$ cat src/rtl/activation_lut_writer.sv
// activation_lut_writer
// Sequential loader for a RAM-based activation lookup table. After a start
// pulse it accepts a valid/ready stream of entries and writes them to
// addresses 0..TABLE_DEPTH-1 through a registered write port, then pulses
// done. A load can be cut short with abort.
//
// Optional build macro: LUT_MONOTONIC_CHECK_EN
//   When defined, every accepted entry after the first in a load is compared
//   (unsigned) against the previous accepted entry. A decrease sets the sticky
//   mono_err flag, which is cleared by the next start or by rst.
//   When undefined, mono_err is tied low and no comparator exists.
module activation_lut_writer #(
  parameter int DATA_IN_0_PRECISION_0 = 8,
  parameter int ADDR_WIDTH            = 8,
  parameter int TABLE_DEPTH           = 256
) (
  input  logic                             clk,
  input  logic                             rst,
  input  logic                             start,
  input  logic                             abort,
  input  logic [DATA_IN_0_PRECISION_0-1:0] data_in_0,
  input  logic                             data_in_0_valid,
  output logic                             data_in_0_ready,
  output logic                             lut_wr_en,
  output logic [ADDR_WIDTH-1:0]            lut_wr_addr,
  output logic [DATA_IN_0_PRECISION_0-1:0] lut_wr_data,
  output logic                             busy,
  output logic                             done,
  output logic [ADDR_WIDTH:0]              count,
  output logic                             mono_err
);

  typedef enum logic [1:0] {
    IDLE = 2'd0,
    LOAD = 2'd1,
    DONE = 2'd2
  } state_t;

  // Address of the final entry; reaching it ends the load instead of wrapping.
  localparam logic [ADDR_WIDTH-1:0] LAST_ADDR = ADDR_WIDTH'(TABLE_DEPTH - 1);

  state_t                           state_q, state_d;
  logic [ADDR_WIDTH-1:0]            addr_q, addr_d;
  logic                             wr_en_q, wr_en_d;
  logic [ADDR_WIDTH-1:0]            wr_addr_q, wr_addr_d;
  logic [DATA_IN_0_PRECISION_0-1:0] wr_data_q, wr_data_d;
  logic                             done_q, done_d;
  logic [ADDR_WIDTH:0]              count_q, count_d;

  logic hs;
  logic start_load;

  // Ready only while loading; abort withdraws ready in the same cycle so the
  // beat presented alongside abort is never accepted.
  assign data_in_0_ready = (state_q == LOAD) && !abort;
  assign hs              = data_in_0_valid && data_in_0_ready;
  assign start_load      = (state_q == IDLE) && start;

  // Next-state, address sequencing, write-port and completion logic.
  always_comb begin
    state_d   = state_q;
    addr_d    = addr_q;
    wr_en_d   = 1'b0;
    wr_addr_d = wr_addr_q;
    wr_data_d = wr_data_q;
    done_d    = 1'b0;
    // A write registered before an abort still lands, so the count keeps
    // tracking strobes regardless of the current state.
    count_d   = count_q + (ADDR_WIDTH + 1)'(wr_en_q);

    unique case (state_q)
      IDLE: begin
        if (start) begin
          state_d = LOAD;
          addr_d  = '0;
          count_d = '0;
        end
      end
      LOAD: begin
        if (abort) begin
          state_d = IDLE;
        end else if (hs) begin
          wr_en_d   = 1'b1;
          wr_addr_d = addr_q;
          wr_data_d = data_in_0;
          // Hold the address on the last entry so it never leaves the table.
          if (addr_q == LAST_ADDR) begin
            state_d = DONE;
          end else begin
            addr_d = addr_q + 1'b1;
          end
        end
      end
      DONE: begin
        // The final strobe is in flight this cycle; done follows it.
        state_d = IDLE;
        done_d  = 1'b1;
      end
      default: begin
        state_d = IDLE;
      end
    endcase
  end

  // Control and write-port registers with synchronous reset.
  always_ff @(posedge clk) begin
    if (rst) begin
      state_q   <= IDLE;
      addr_q    <= '0;
      wr_en_q   <= 1'b0;
      wr_addr_q <= '0;
      wr_data_q <= '0;
      done_q    <= 1'b0;
      count_q   <= '0;
    end else begin
      state_q   <= state_d;
      addr_q    <= addr_d;
      wr_en_q   <= wr_en_d;
      wr_addr_q <= wr_addr_d;
      wr_data_q <= wr_data_d;
      done_q    <= done_d;
      count_q   <= count_d;
    end
  end

`ifdef LUT_MONOTONIC_CHECK_EN
  logic [DATA_IN_0_PRECISION_0-1:0] prev_q, prev_d;
  logic                             mono_err_q, mono_err_d;

  // Track the previous accepted entry and flag any decrease within a load;
  // the flag lines up with the strobe of the offending write.
  always_comb begin
    prev_d     = prev_q;
    mono_err_d = mono_err_q;
    if (start_load) begin
      mono_err_d = 1'b0;
    end else if (hs) begin
      prev_d = data_in_0;
      if ((addr_q != '0) && (data_in_0 < prev_q)) begin
        mono_err_d = 1'b1;
      end
    end
  end

  // Monotonicity tracking registers.
  always_ff @(posedge clk) begin
    if (rst) begin
      prev_q     <= '0;
      mono_err_q <= 1'b0;
    end else begin
      prev_q     <= prev_d;
      mono_err_q <= mono_err_d;
    end
  end

  assign mono_err = mono_err_q;
`else
  logic unused_start_load;
  assign unused_start_load = start_load;
  assign mono_err          = 1'b0;
`endif

  assign lut_wr_en   = wr_en_q;
  assign lut_wr_addr = wr_addr_q;
  assign lut_wr_data = wr_data_q;
  assign busy        = (state_q != IDLE);
  assign done        = done_q;
  assign count       = count_q;

endmodule

$ cat config.mk
export PLATFORM = sky130hd
export DESIGN_NAME = activation_lut_writer
export DESIGN_NICKNAME = d
export VERILOG_FILES = /design/src/rtl/activation_lut_writer.sv
export SDC_FILE = /design/constraint.sdc
export NUM_CORES = 1
export LEC_CHECK = 0
export BUFFER_PORTS_ARGS = -buffer_cell sky130_fd_sc_hd__buf_4
export CAP_MARGIN = 20
export CORE_UTILIZATION = 45
export CTS_BUF_LIST = sky130_fd_sc_hd__clkbuf_8
export DETAILED_ROUTE_END_ITERATION = 8
export PLACE_DENSITY = 0.74
export SYNTH_ARGS = -nofsm -noshare
export SYNTH_HDL_FRONTEND = slang
export SYNTH_SLANG_ARGS = --single-unit
$ cat constraint.sdc
create_clock -name clk -period 1.98 [get_ports clk]
set_clock_uncertainty 0.05 [all_clocks]
set_input_delay 0.297 -clock clk [delete_from_list [all_inputs] [get_ports clk]]
set_output_delay 0.297 -clock clk [all_outputs]
set_load 0.02 [all_outputs]
==> results_dict.tcl, run 1 <==
set metrics [dict create \
    synthTopCellsByArea "dfxtp_1, nand2_1, a21oi_1" \
    outcome "completed" \
    drive_above_1_share_pct 25.9 \
    fin_nets 235 \
    ys_async_sr_fraction_pct 0 \
    cts_hold_buf 0 \
    multi_input_area_um2 703 \
    num_io_pins 43 \
    cts_buffers 5 \
    cts_resized 0 \
    wl_per_cell_um 13.2 \
    syn_area_per_cell_um2 8.42 \
    synth_top_area_share_pct 49.7 \
    tns_ns 0 \
    clk_pin_slew_ns 0.07 \
    drtIter0Drc 82 \
    netlist_area_um2 1490 \
    areaGrowthSynthToFinish_pct 28.8 \
    htree_levels 2 \
    postLayoutCoreUtil_pct 61.9 \
    slowest_delay_ns 0.44 \
    p_leak_nw 0.774 \
    wl_um 3480 \
    fin_cells 264 \
    grt_start_max_net_pins 26 \
    yosysWarnings 0 \
    dp_hpwl_um 2600 \
    synth.largest_area_cell "dfxtp_1" \
    antenna_found_initial 0 \
    vias_per_cell 5.25 \
    die_x_um 59.5 \
    place_inst 256 \
    maxSlewViolCount 0 \
    setup_viol 0 \
    required_ns 2.15 \
    fmax_mhz 547 \
    ant_nets 0 \
    ys_top_cells_by_count "nand2_1, dfxtp_1, a21oi_1" \
    ys_types 36 \
    seq_area_um2 741 \
    die-height_um 59.5 \
    min-delay-path-class "in2reg" \
    design.core.area_um2 3100 \
    numPortBuffers 41 \
    fin_crit_ns 1.83 \
    n_fill_cell 298 \
    yosys.cell_count.top_type "nand2_1" \
    critPathKind "reg2reg" \
    synth-edff-count 0 \
    cts_tree "built" \
    dieArea_um2 3550 \
    cp.arrival_ns 2.00 \
    synth_ff_type "dfxtp_1" \
    finalCritPeriodShare_pct 92.3 \
    ys_ff_latch 37 \
    dr.pass1.iters 6 \
    grt_pass1_wl_um 5830 \
    post_cts_buffers 0 \
    syn-instance-count 177 \
    rsz0062_at_grt "no" \
    seq_area_frac_synth_pct 49.7 \
    finalHoldViolCount 0 \
    cp_slowest_cell "dfxtp_1" \
    rows 20 \
    clock-sinks 37 \
    start_util_pct 48.0 \
    crit_fanout 7 \
    track_usage_pct 21.9 \
    diodes 0 \
    grt.overflow.total 0 \
    cts_buffer_depth 2 \
    start_kind "flip-flop" \
    syn_nets 193 \
    maxCapViolCount 0 \
    clockRootBuffer "clkbuf_8" \
    end_kind "flip-flop" \
    clk_latency_ns 0.28 \
    ir_worst_vdd_v 0.000455 \
    p_total_w 0.00135 \
    gp_congestion 0.824 \
    drc_errors 0 \
    grt_pass1_vias 1348 \
    crit_chain "ha_1 > nand4_1 > o21ai_2 > nand2_1 > o2bb2a_1" \
    power.density_nw_per_um2 703 \
    num_vias 1387 \
]
logic make-up after synthesis:
| family | count (synthesis) | synth area share (%) |
|---|---|---|
| compound gates | 41 | 15.2 |
| buf+inv | 10 | 3.11 |
| fa+ha+maj | 3 | 2.52 |
| flops | 37 | 49.7 |
| other cells | 1 | 0.252 |
| xor+xnor | 4 | 2.35 |
| simple gates | 81 | 26.9 |
final cells by class:
| cell class | count | share of cell area, % |
|---|---|---|
| clock buffer | 5 | 3.59 |
| clock inverter | 3 | 0.913 |
| inverter | 1 | 0.196 |
| multi-input combinational | 130 | 36.6 |
| sequential | 37 | 38.6 |
| tap | 44 | 2.87 |
| timing repair buffer | 44 | 17.2 |
path summary, 6_finish.rpt:
check | startpoint | endpoint | slack, ns | depth (start not counted)
max | addr_q[0] | addr_q[7] | 0.15 | 5
min | data_in_0[6] | lut_wr_data[6] | 0.21 | 3
max reg2reg | addr_q[0] | addr_q[7] | 0.15 | 5
min reg2reg | lut_wr_addr[1] | lut_wr_addr[1] | 0.41 | 2
stage by stage:
stage,worst slack [ns],instance area (µm²),hold slack [ns]
after floorplan,0.455,1490,0.383
after global placement,0.310,1830,0.394
after detailed placement,0.194,1830,0.400
after CTS,0.173,1920,0.207
after global routing,0.0179,1920,0.203
final,0.153,1920,0.213
registers in the layout, indices dropped and copies added, names as in the netlist:
signal,cells
lut_wr_addr,8
state_q,2
count,9
lut_wr_en,1
done,1
lut_wr_data,8
addr_q,8
critical path, delay by kind of cell (launching register included):
kind | cells | cell delay [ns]
fa+ha+maj | 1 | 0.27
compound gates | 2 | 0.60
flops | 1 | 0.44
simple gates | 2 | 0.41
cell usage in the layout (no fill, tap or decap), types with 2 or more instances in the layout:
master / instances
or2_2: 2
nand4_1: 2
nor3_1: 2
clkbuf_8: 5
buf_4: 44
nor3b_1: 3
o21ai_0: 8
a21oi_1: 25
ha_1: 3
dfxtp_1: 37
clkinv_2: 2
and2_1: 3
xor2_1: 3
nor2_1: 7
nand2_1: 41
a31oi_1: 3
nand3_1: 7
or3_1: 4
and3_1: 2
per-layer routing:
layer | GRT usage [%] | vias to the layer above | wire [µm]
met2 | 37.9 | 35 | 1780
met5 | 0 | - | 0
met4 | 8.31 | 0 | 51
met3 | 4.80 | 9 | 138
met1 | 26.5 | 653 | 1500
li1 | - | 690 | -
report_power, final:
group | leakage (nW) | internal [W] | switching (W)
Combinational | 0.432 | 0.0000388 | 0.0000535
Clock | 0.0439 | 0.000243 | 0.000259
Sequential | 0.298 | 0.000750 | 0.00000518
Total | 0.774 | 0.00103 | 0.000318
Note: power is estimated with default switching activity, not from simulation.
==> run 2, diff against run 1 <==
--- a/config.mk
+++ b/config.mk
@@ -7,10 +7,12 @@
 export LEC_CHECK = 0
 export BUFFER_PORTS_ARGS = -buffer_cell sky130_fd_sc_hd__buf_4
 export CAP_MARGIN = 20
-export CORE_UTILIZATION = 45
+export CELL_PAD_IN_SITES_DETAIL_PLACEMENT = 0
+export CELL_PAD_IN_SITES_GLOBAL_PLACEMENT = 1
+export CORE_UTILIZATION = 36
 export CTS_BUF_LIST = sky130_fd_sc_hd__clkbuf_8
 export DETAILED_ROUTE_END_ITERATION = 8
-export PLACE_DENSITY = 0.74
+export PLACE_DENSITY = 0.79
 export SYNTH_ARGS = -nofsm -noshare
 export SYNTH_HDL_FRONTEND = slang
 export SYNTH_SLANG_ARGS = --single-unit
==> results_dict.tcl, run 2 (synthesized netlist as in run 1, its figures left out) <==
set metrics [dict create \
    finalCritPeriodShare_pct 88.4 \
    end_kind "flip-flop" \
    finalHoldViolCount 0 \
    wl_per_cell_um 11.6 \
    maxSlewViolCount 0 \
    grt_pass1_wl_um 5370 \
    fin_crit_ns 1.75 \
    start_kind "flip-flop" \
    gp_congestion 0.821 \
    start_util_pct 37.3 \
    die-height_um 66.3 \
    rows 23 \
    cts_hold_buf 0 \
    p_leak_nw 0.798 \
    cp.arrival_ns 1.93 \
    largest_reg_flops 9 \
    diodes 0 \
    antenna_found_initial 0 \
    num_io_pins 43 \
    min-delay-path-class "in2reg" \
    areaGrowthSynthToFinish_pct 30.4 \
    grt_pass1_vias 1205 \
    vias_per_cell 4.89 \
    dpl-instance-area_um2 1860 \
    layout_commonest_cell "buf_4" \
    drc_errors 0 \
    numPortBuffers 41 \
    maxCapViolCount 0 \
    track_usage_pct 16.4 \
    wl_um 3170 \
    htree_levels 2 \
    fmax_mhz 571 \
    grt_start_max_net_pins 26 \
    setup_viol 0 \
    p_total_w 0.00132 \
    clk_latency_ns 0.28 \
    cts_buffer_depth 2 \
    required_ns 2.16 \
    cts_resized 0 \
    ir_worst_vdd_v 0.000408 \
    tns_ns 0 \
    clock-sinks 37 \
    dr.pass1.iters 4 \
    dieArea_um2 4400 \
    power.density_nw_per_um2 680 \
    postLayoutCoreUtil_pct 48.6 \
    fin_nets 238 \
    final_area_um2 1940 \
    clk_pin_slew_ns 0.06 \
    drtIter0Drc 72 \
    critPathKind "reg2reg" \
    cts_tree "built" \
    post_cts_buffers 0 \
    cts_buffers 5 \
    crit_fanout 7 \
    die_x_um 66.3 \
    dp_hpwl_um 2300 \
    ant_nets 0 \
    outcome "completed" \
    num_vias 1334 \
    grt.overflow.total 0 \
    clockRootBuffer "clkbuf_8" \
    drive_above_1_share_pct 25.6 \
    rsz0062_at_grt "no" \
    design.core.area_um2 4000 \
    final_cell_mix "buf_4, nand2_1, dfxtp_1, a21oi_1, o21ai_0" \
]
[run 2: path summary, 6_finish.rpt]
kind / cells after the start / slack [ns] / from / end
min: 3 / 0.21 / data_in_0[3] / lut_wr_data[3]
max: 5 / 0.23 / addr_q[0] / addr_q[7]
min reg2reg: 2 / 0.41 / lut_wr_addr[4] / lut_wr_addr[4]
max reg2reg: 5 / 0.23 / addr_q[0] / addr_q[7]
[run 2: power by group]
part	total (W)	internal (W)	switching [W]
clock network	0.000472	0.000234	0.000238
logic	0.0000952	0.0000424	0.0000528
registers	0.000755	0.000750	0.00000470
[run 2: area by class of cell]
| class | count | area [µm²] |
|---|---|---|
| clock buffers | 5 | 68.8 |
| flip-flops and latches | 37 | 741 |
| inverters | 1 | 3.75 |
| clock inverters | 3 | 11.3 |
| fillers | 404 | 2060 |
| repair buffers | 47 | 353 |
| well taps | 50 | 62.6 |
| multi-input cells | 130 | 703 |
[run 2: critical path: stages, from the launching register on]
cell      delay [ns]
dfxtp_1         0.43
ha_1            0.25
nand4_1         0.23
o21ai_2         0.31
nand2_1         0.15
o2bb2a_1        0.27
[run 2: metal layers]
layer	global-route usage, %	wire length, µm
met2	25.4	1400
met4	7.18	58
met1	20.5	1540
met5	0	0
met3	5.52	174
[run 2: stage by stage]
stage	hold WS [ns]	cells	setup slack, ns
global placement	0.393	265	0.307
CTS	0.200	273	0.224
global route	0.213	273	0.0472
floorplan	0.383	177	0.455
finish	0.208	273	0.229
detailed placement	0.400	265	0.240
==> run 3, diff against run 2 <==
--- a/config.mk
+++ b/config.mk
@@ -9,10 +9,10 @@
 export CAP_MARGIN = 20
 export CELL_PAD_IN_SITES_DETAIL_PLACEMENT = 0
 export CELL_PAD_IN_SITES_GLOBAL_PLACEMENT = 1
-export CORE_UTILIZATION = 36
+export CORE_UTILIZATION = 25
 export CTS_BUF_LIST = sky130_fd_sc_hd__clkbuf_8
 export DETAILED_ROUTE_END_ITERATION = 8
-export PLACE_DENSITY = 0.79
+export PLACE_DENSITY = 0.6
 export SYNTH_ARGS = -nofsm -noshare
 export SYNTH_HDL_FRONTEND = slang
 export SYNTH_SLANG_ARGS = --single-unit
==> results_dict.tcl, run 3 (synthesized netlist as in run 1, its figures left out) <==
set metrics [dict create \
    dp_hpwl_um 2550 \
    layout_commonest_cell "buf_4" \
    seq_power_share_pct 54.4 \
    dieArea_um2 6270 \
    drc_errors 0 \
    reg2regPathDepth 5 \
    clockRootBuffer "clkbuf_8" \
    r2r_slack_ns 0.15 \
    ir_worst_vdd_v 0.000330 \
    critPathKind "reg2reg" \
    fin_crit_ns 1.83 \
    vias_per_cell 4.61 \
    grt_start_max_net_pins 26 \
    cts_buffers 5 \
    end_kind "flip-flop" \
    rows 27 \
    cts_buffer_depth 2 \
    timing.hold.ws_ns 0.198 \
    power_frac_comb_pct 6.9 \
    wl_um 3540 \
    cp.arrival_ns 2.01 \
    ant_nets 0 \
    grt_pass1_wl_um 5900 \
    antenna_found_initial 0 \
    wl_per_cell_um 12.1 \
    p_total_w 0.00139 \
    design.core.area_um2 5640 \
    clk_latency_ns 0.29 \
    worstHoldPathCells 3 \
    finalHoldViolCount 0 \
    finalCritPeriodShare_pct 92.6 \
    outcome "completed" \
    setup_viol 0 \
    die-height_um 79.2 \
    crit_fanout 7 \
    numPortBuffers 41 \
    grt_pass1_vias 1262 \
    p_int_w 0.00107 \
    rsz0062_at_grt "no" \
    largest_reg_flops 9 \
    tns_ns 0 \
    final_cell_mix "buf_4, nand2_1, dfxtp_1, a21oi_1, o21ai_0" \
    die_x_um 79.2 \
    required_ns 2.16 \
    power.density_nw_per_um2 703 \
    maxCapViolCount 0 \
    gp_congestion 0.881 \
    cts_hold_buf 0 \
    start_kind "flip-flop" \
    fin_nets 237 \
    drive_above_1_share_pct 26.2 \
    n_fill_cell 613 \
    dr.pass1.iters 4 \
    post_cts_buffers 0 \
    maxSlewViolCount 0 \
    num_vias 1352 \
    areaGrowthSynthToFinish_pct 32.4 \
    p_sw_w 0.000322 \
    track_usage_pct 12.1 \
    clock-sinks 37 \
    min-delay-path-class "in2reg" \
    drtIter0Drc 33 \
    p_leak_nw 0.784 \
    start_util_pct 26.4 \
    cts_tree "built" \
    num_io_pins 43 \
    clock_power_share_pct 38.7 \
    grt.overflow.total 0 \
    cts_resized 0 \
    diodes 0 \
    p_sw_share_pct 23.2 \
    htree_levels 2 \
    clk_pin_slew_ns 0.07 \
    fmax_mhz 545 \
]
## run 3: critical path, cell delays in order (launching register included)
cell and delay [ns]:
dfxtp_1 0.45, ha_1 0.27, nand4_1 0.25, o21ai_2 0.33
nand2_1 0.16, o2bb2a_1 0.27
## run 3: power groups by stage
stage	logic [W]	registers, W	clock network, W
final	0.0000956	0.000754	0.000538
after global routing	0.000105	0.000755	0.000595
after CTS	0.0000971	0.000754	0.000569
after detailed placement	0.0000969	0.000772	0
after global placement	0.0000985	0.000772	0
after floorplan	0.0000481	0.000776	0
## run 3: path summary, 6_finish.rpt
check,startpoint,to
worst max-delay path,addr_q[0],addr_q[7]
worst min-delay path,data_in_0[1],lut_wr_data[1]
worst max register to register,addr_q[0],addr_q[7]
worst min register to register,lut_wr_data[4],lut_wr_data[4]
## run 3: per-layer routing
metal  global-route usage, %  share of wire, %  vias to the layer above
met5                       0                 0                        -
li1                        -                 -                      696
met3                    3.68               5.4                        9
met2                    19.8                44                       43
met4                    4.36               1.7                        0
met1                    14.7                49                      604
## run 3: layout make-up
| class | count | area [µm²] | share of cell area [%] |
|---|---|---|---|
| Multi-Input combinational cell | 130 | 703 | 35.6 |
| Tap cell | 72 | 90.1 | 4.57 |
| Sequential cell | 37 | 741 | 37.5 |
| Timing Repair Buffer | 46 | 345 | 17.5 |
| Clock buffer | 6 | 82.6 | 4.19 |
| Clock inverter | 1 | 7.51 | 0.380 |
| Inverter | 1 | 3.75 | 0.190 |
## run 3: per-stage QoR
stage	utilization, %	cell area, µm²	cells	worst slack, ns
6_report	35.0	1970	293	0.146
4_1_cts	35.0	1970	293	0.181
2_1_floorplan	-	1490	177	0.455
3_5_place_dp	33.4	1880	286	0.205
3_3_place_gp	33.4	1880	286	0.258
5_1_grt	35.0	1970	293	0.00366
